--- config.mk ---
export PLATFORM = sky130hd
export DESIGN_NAME = inst_fetch
export DESIGN_NICKNAME = d
export VERILOG_FILES = /design/src/rtl/inst_fetch.sv
export SDC_FILE = /design/constraint.sdc
export NUM_CORES = 1
export LEC_CHECK = 0
export ABC_AREA = 1
export BUFFER_PORTS_ARGS = -buffer_cell sky130_fd_sc_hd__buf_2
export CORE_ASPECT_RATIO = 1.1
export CORE_MARGIN = 2
export CORE_UTILIZATION = 30
export DETAILED_ROUTE_END_ITERATION = 10
export PLACE_DENSITY = 0.63
export SYNTH_ARGS = -nofsm -noshare
export SYNTH_HDL_FRONTEND = slang
export SYNTH_SLANG_ARGS = --single-unit
--- constraint.sdc ---
create_clock -name clk -period 1.7 [get_ports clk]
set_input_delay 0.34 -clock clk [delete_from_list [all_inputs] [get_ports clk]]
set_output_delay 0.34 -clock clk [all_outputs]
set_load 0.05 [all_outputs]
--- src/rtl/inst_fetch.sv ---
// Instruction fetch stage: captures pc, issues one AXI4-Lite-style read, holds the word for the decoder.
// Optional read watchdog enabled by defining INST_FETCH_TIMEOUT_EN.
module inst_fetch #(
    parameter logic [31:0] RESET_VECTOR   = 32'h0000_0000,
    parameter logic [31:0] NOP_INST       = 32'h0000_0013,
    parameter int unsigned TIMEOUT_CYCLES = 255
) (
    input  logic        clk,
    input  logic        rst,
    input  logic [31:0] pc,
    input  logic        fetch_req,
    input  logic        flush,
    input  logic        inst_ack,
    output logic [31:0] inst,
    output logic [31:0] inst_pc,
    output logic        inst_valid,
    output logic [1:0]  fetch_err,
    output logic        busy,
    output logic        mem_arvalid,
    output logic [31:0] mem_araddr,
    input  logic        mem_arready,
    input  logic        mem_rvalid,
    input  logic [31:0] mem_rdata,
    input  logic [1:0]  mem_rresp,
    output logic        mem_rready
);

    typedef enum logic [2:0] {
        S_IDLE,
        S_ADDR,
        S_DATA,
        S_HOLD,
        S_DRAIN
    } state_e;

    localparam logic [1:0] ERR_OK      = 2'b00;
    localparam logic [1:0] ERR_ALIGN   = 2'b01;
    localparam logic [1:0] ERR_BUS     = 2'b10;
    localparam logic [1:0] ERR_TIMEOUT = 2'b11;

    if (TIMEOUT_CYCLES == 0 || TIMEOUT_CYCLES > 255) begin : g_bad_timeout
        $error("inst_fetch: TIMEOUT_CYCLES must be in 1..255");
    end

    state_e      state_q, state_d;
    logic [31:0] inst_q, inst_d;
    logic [31:0] inst_pc_q, inst_pc_d;
    logic        inst_valid_q, inst_valid_d;
    logic [1:0]  fetch_err_q, fetch_err_d;
    logic        busy_q, busy_d;
    logic        arvalid_q, arvalid_d;
    logic [31:0] araddr_q, araddr_d;
    logic        rready_q, rready_d;
    logic        tmo_hit;

`ifdef INST_FETCH_TIMEOUT_EN
    localparam logic [7:0] TMO_LAST = 8'(TIMEOUT_CYCLES - 1);

    logic [7:0] tmo_q, tmo_d;

    // Watchdog counts ADDR+DATA cycles; idle time keeps it at zero so ADDR is entered with 0.
    always_comb begin
        tmo_d = tmo_q;
        if (flush || state_q == S_IDLE) begin
            tmo_d = '0;
        end else if (state_q == S_ADDR || state_q == S_DATA) begin
            tmo_d = tmo_q + 8'd1;
        end
    end

    always_ff @(posedge clk) begin
        if (!rst) begin
            tmo_q <= '0;
        end else begin
            tmo_q <= tmo_d;
        end
    end

    assign tmo_hit = (tmo_q == TMO_LAST);
`else
    assign tmo_hit = 1'b0;
`endif

    always_ff @(posedge clk) begin
        if (!rst) begin
            state_q      <= S_IDLE;
            inst_q       <= NOP_INST;
            inst_pc_q    <= RESET_VECTOR;
            inst_valid_q <= 1'b0;
            fetch_err_q  <= ERR_OK;
            busy_q       <= 1'b0;
            arvalid_q    <= 1'b0;
            araddr_q     <= '0;
            rready_q     <= 1'b0;
        end else begin
            state_q      <= state_d;
            inst_q       <= inst_d;
            inst_pc_q    <= inst_pc_d;
            inst_valid_q <= inst_valid_d;
            fetch_err_q  <= fetch_err_d;
            busy_q       <= busy_d;
            arvalid_q    <= arvalid_d;
            araddr_q     <= araddr_d;
            rready_q     <= rready_d;
        end
    end

    always_comb begin
        state_d      = state_q;
        inst_d       = inst_q;
        inst_pc_d    = inst_pc_q;
        inst_valid_d = inst_valid_q;
        fetch_err_d  = fetch_err_q;
        arvalid_d    = arvalid_q;
        araddr_d     = araddr_q;
        rready_d     = rready_q;

        case (state_q)
            S_IDLE: begin
                if (fetch_req && !flush) begin
                    inst_pc_d = pc;
                    if (pc[1:0] != 2'b00) begin
                        state_d      = S_HOLD;
                        fetch_err_d  = ERR_ALIGN;
                        inst_d       = NOP_INST;
                        inst_valid_d = 1'b1;
                    end else begin
                        araddr_d  = {pc[31:2], 2'b00};
                        arvalid_d = 1'b1;
                        state_d   = S_ADDR;
                    end
                end
            end
            // An address already presented cannot be retracted, so a flush here drains instead.
            S_ADDR: begin
                if (mem_arready) begin
                    arvalid_d = 1'b0;
                    rready_d  = 1'b1;
                    state_d   = flush ? S_DRAIN : S_DATA;
                end else if (flush) begin
                    state_d = S_DRAIN;
                end else if (tmo_hit) begin
                    arvalid_d    = 1'b0;
                    rready_d     = 1'b0;
                    fetch_err_d  = ERR_TIMEOUT;
                    inst_d       = NOP_INST;
                    inst_valid_d = 1'b1;
                    state_d      = S_HOLD;
                end
            end
            S_DATA: begin
                if (mem_rvalid) begin
                    rready_d = 1'b0;
                    if (flush) begin
                        state_d = S_IDLE;
                    end else begin
                        state_d      = S_HOLD;
                        inst_valid_d = 1'b1;
                        if (mem_rresp != 2'b00) begin
                            fetch_err_d = ERR_BUS;
                            inst_d      = NOP_INST;
                        end else begin
                            fetch_err_d = ERR_OK;
                            inst_d      = mem_rdata;
                        end
                    end
                end else if (flush) begin
                    state_d = S_DRAIN;
                end else if (tmo_hit) begin
                    rready_d     = 1'b0;
                    fetch_err_d  = ERR_TIMEOUT;
                    inst_d       = NOP_INST;
                    inst_valid_d = 1'b1;
                    state_d      = S_HOLD;
                end
            end
            S_HOLD: begin
                if (flush) begin
                    inst_valid_d = 1'b0;
                    inst_d       = NOP_INST;
                    state_d      = S_IDLE;
                end else if (inst_ack) begin
                    inst_valid_d = 1'b0;
                    state_d      = S_IDLE;
                end
            end
            // Finish whichever handshake is still outstanding and throw the data away.
            S_DRAIN: begin
                if (arvalid_q) begin
                    if (mem_arready) begin
                        arvalid_d = 1'b0;
                        rready_d  = 1'b1;
                    end
                end else if (mem_rvalid) begin
                    rready_d = 1'b0;
                    state_d  = S_IDLE;
                end
            end
            default: state_d = S_IDLE;
        endcase

        busy_d = (state_d != S_IDLE);
    end

    assign inst        = inst_q;
    assign inst_pc     = inst_pc_q;
    assign inst_valid  = inst_valid_q;
    assign fetch_err   = fetch_err_q;
    assign busy        = busy_q;
    assign mem_arvalid = arvalid_q;
    assign mem_araddr  = araddr_q;
    assign mem_rready  = rready_q;

endmodule

# After elaboration in Yosys (flattened, before gate mapping)
# Index checks and enable logic that the tools add are counted.
# totals
input_bits	73
word_cells	80
out_inout_bits	102
reg_bits	103
# classes
n_reduce_logical	16
eq_ne	12
bitwise	1
muxes	42
# ops
cell	count
32-bit 2-to-1 mux	6
32-bit case mux with 3 select lines	1
3-bit 2-to-1 mux	9
3-bit case mux with 5 select lines	1
1-bit 2-to-1 mux	14
2-bit 2-to-1 mux	7
2-bit != test, second input constant	7
6-bit AND reduction	2
3-bit nonzero test	4
1-bit case mux with 3 select lines	3
3-bit by 2-bit == test with 1-bit output, second input constant	2
2-bit nonzero test	3
5-bit AND reduction	1
2-bit case mux with 2 select lines	1
4-bit AND reduction	1
3-bit by 1-bit == test with 1-bit output, second input constant	1
3-bit == test, second input constant	1
3-bit zero test	1
3-bit != test, second input constant	1
3-bit AND reduction	1
2-bit AND reduction	1
1-bit logical AND	1
1-bit zero test	1
1-bit inverter	1

# Depth between registers and ports, before layout
# depth
depth_word	5
mapped_depth	10
ltp_nobuf	9

# Least setup slack after synthesis
# OpenSTA, ideal clock, no wires.
# synth_path
path_type	register -> register
startpoint	reg state_q[0]
endpoint	reg araddr_q[11] (netlist: mem_araddr[11])
setup_time_ns	0.132
required_ns	1.568
synth_period_minus_slack_ns	1.388
arrival_ns	1.255
path_stages_with_launch	9
slack_ns	0.312
path_buffers	2
path_cell_list	dfxtp_1 -> buf_2 -> nor2_4 -> nand3_2 -> nor2_1 -> inv_1 -> clkbuf_1 -> nand2_1 -> a21oi_1
# synth_via
elab_chain_len	2
# synth_lines
element	line	rtl
from (decl)	45	state_e state_q, state_d;
from (signal assigned)	96	state_q <= state_d;
3-bit zero test	118	case (state_q)
3-bit AND reduction (no source line)	-	
to (signal assigned)	103	araddr_q <= araddr_d;
to (decl)	52	logic [31:0] araddr_q, araddr_d;
# No other way between the ends.
# A chain may end at the register's enable or synchronous reset.

# Worst setup path after layout
# layout_path
startpoint	reg state_q[1]
endpoint	reg inst_q[4] (netlist: inst[4])
# layout_via
elab_chain_len	3
elab_cells_between_ends	11
cone_classes	eq/ne: 7; mux: 1; reduce/logical: 3
# layout_lines
element	line	rtl
3-bit by 2-bit == test with 1-bit output or 3-bit zero test (tied branches)	118	
2-bit != test (no source line) or 3-bit nonzero test (tied branches)	-	
6-bit AND reduction (no source line)	-	
to (signal assigned)	97	inst_q <= inst_d;
to (decl)	46	logic [31:0] inst_q, inst_d;
# Parallel ways exist; a longest one is shown, timed or not.

==> results.md <==
- Final ANT Viol Nets: 0
- Hold Vio Cnt, Final: 0
- # rows: 44
- Chip width: 115 um
- CP startpoint kind: flop
- Worst Path Buf+Inv: 1
- Max FO, Critical Path: 24
- Total stage count of the critical path: 8
- Initial DRC Count: between 200 and 250
- Layout Nets: 814
- Multi-input combinational cell area: 1790 um2
- Clk_lat worst skew: 0.36 ns
- Syn Area/Cell: between 7 and 8 um2
- Vias per inst: 4.36
- Maximum clock frequency: 0.685 GHz
- Cell area after synthesis: 4090 um2
- GR Util All Layers: 15.6%
- Most numerous cell in the Yosys netlist: nand2_1
- Unrepaired setup endpoints after global routing: no
- Tot Pwr: 6.41 mW
- Reg2Reg Depth: 8
- Post-CTS Hold Buffers: 0
- DR WL/cell: 12.3 um
- Largest net degree at the start of global routing: 59
- Die height: between 100 and 150 um
- Number of synthesized flops with an enable pin: 0
- Setup tns final: 0 ns
- Hold crit path type: in2reg
- Async SR Flop Fraction: 0%
- # clock sinks: 103
- Seq/Total Area, Yosys: 50.4%
- Fin. max-slew vios: 0
- Worst EP required: 1.93 ns
- First-pass GRT wire length: 18100 um
- Core area: 13300 um2
- Area leader, netlist: dfxtp_1
- Worst path max stage delay: 0.47 ns
- Peak supply drop: 0.000461 V
- Setup crit end kind: flop
- Area share of the largest cell type after synthesis: 50.4%
- CP arrival: approximately 1.7 ns
- Reg area: 2060 um2
- # fillers: between 1000 and 1500
- Core Util, Final: 41.7%
- Clock-pin transition on the worst setup and hold timing paths: 0.07 ns
- Pre-CTS setup slack: between 0.15 and 0.2 ns
- Max stage delay cell, worst path: dfxtp_1
- Leak: 2.66 nW
- Top post-synthesis cells by count: nand2_1 (238), dfxtp_1 (103), nor2_1 (68)
- DIE AREA: 14600 um2
- PwrDens: 1160 nW/um2
- Yosys reg bits: slightly above 100
- Worst path cell trace: nand2_1 -> nor2_1 -> nand2_1 -> nand2_4 -> nor2_8 -> buf_12 -> o21ai_1 -> nand3_1
- Most frequent CP cell: nand2_1
- Initial Utilization: 30.8%
- Setup Buffers After CTS: 0
- Final worst path period share: ~86%
- Hold depth: 3
- TritonCTS buffer count: 9
- Final RePlAce weighted congestion: 0.852
- H-Tree Depth: 3
- Clock Path Buffers: 2
- Total vias in the final route: 4059
- Worst setup margin: 0.239 ns
- Root Buffer: clkbuf_16
- # resized after CTS: 0
- Cell family with most CP delay: simple AND/OR/NAND/NOR gates
- CTS tree: built
- Main area contributors after synthesis: dfxtp_1 (50%), nand2_1 (22%), a21oi_1 (8.1%), nor2_1 (6.2%), nand3_1 (2.1%)
- Post-synthesis cell type count: 25
- Area Growth Syn to Fin: 35.4%
- Setup Skew: 0.0116 ns
- Vias in the first global route: approximately 3700
- N_diodes: 0
- Cells after Synth: approximately 570
- Most used DFF post-synth: dfxtp_1
- Minimum clock period: approximately 1.5 ns
- PortBufs: 172
- DRT Pass-1 Iters: 4
- Final setup viols: 0
- Total grt overflow: 0
- I/O pins: 175
- Hold WS: ~0.22 ns
- Status: finished clean
- Share of layout cells above drive strength 1: 29.4%
- Initial antenna violation count: 0
- HPWL after DPL: 8220 um
- Max-cap violations: 0
- DRT Wirelength: ~11000 um
- Critical path class: reg2reg
- # DRC: 0
- Syn. warnings: 0
[sequential cells by signal, summed over array words and instances (netlist names)]
| register | cells |
|---|---|
| mem_araddr | 30 |
| mem_arvalid | 1 |
| busy | 1 |
| inst | 32 |
| inst_valid | 1 |
| state_q | 3 |
| fetch_err | 2 |
| inst_pc | 32 |
| mem_rready | 1 |
[final timing paths]
path              slack, ns      end          from
hold reg to reg        0.45  inst[4]       inst[4]
setup / recovery       0.24  inst[4]    state_q[1]
setup reg to reg       0.24  inst[4]    state_q[1]
hold / removal         0.22  inst[4]  mem_rdata[4]
[layout make-up]
cell class	count	area share [%]
flip-flops and latches	103	37.2
multi-input cells	420	32.3
clock buffers	9	4.07
well taps	184	4.16
repair buffers	190	19.8
inverters	17	1.15
clock inverters	7	1.33
[stage by stage]
step	cell area (um2)	instances
6_report	5540	930
5_1_grt	5540	930
4_1_cts	5540	930
3_5_place_dp	5240	914
3_3_place_gp	5240	914
2_1_floorplan	4090	575
[kinds of logic (layout without fill, tap and decap cells)]
kind of cell	after synthesis	in the layout	synth area share (%)
buffers and inverters	52	223	6.12
AND/OR/NAND/NOR	333	333	32.4
AO/OA/AOI/OAI	85	85	11.0
other	1	2	0.0917
flip-flops	103	103	50.4
[tightest hold or removal path: cells and delay by family]
family | cells | cell delay (ns)
AND/OR/NAND/NOR | 1 | 0.06
buffers and inverters | 1 | 0.08
AO/OA/AOI/OAI | 1 | 0.06
[metal layers]
layer  up-vias  wire length [um]  GRT usage (%)
met5         -                 0              0
met4         0               212           6.87
met3        16              1000           5.11
met2       149              4820           22.9
met1      1760              5430           20.8
li1       2134                 -              -
[where the power goes]
part	internal (mW)	switching [mW]	total [mW]
clock	1.04	1.05	2.09
sequential	2.59	0.0914	2.69
combinational	0.463	1.18	1.64
total	4.10	2.32	6.41
[cell usage in the layout (no fill, tap or decap), types with 2 or more instances in the layout]
cell	n
a21oi_1	66
buf_12	8
buf_2	172
buf_4	10
clkbuf_16	9
clkinv_4	3
conb_1	2
dfxtp_1	103
inv_1	14
inv_2	3
inv_8	2
nand2_1	238
nand3_1	17
nand4_1	2
nor2_1	66
nor2_2	4
o21ai_0	5
o21ai_1	4
o21bai_1	9
(Power assumes the default switching activity.)
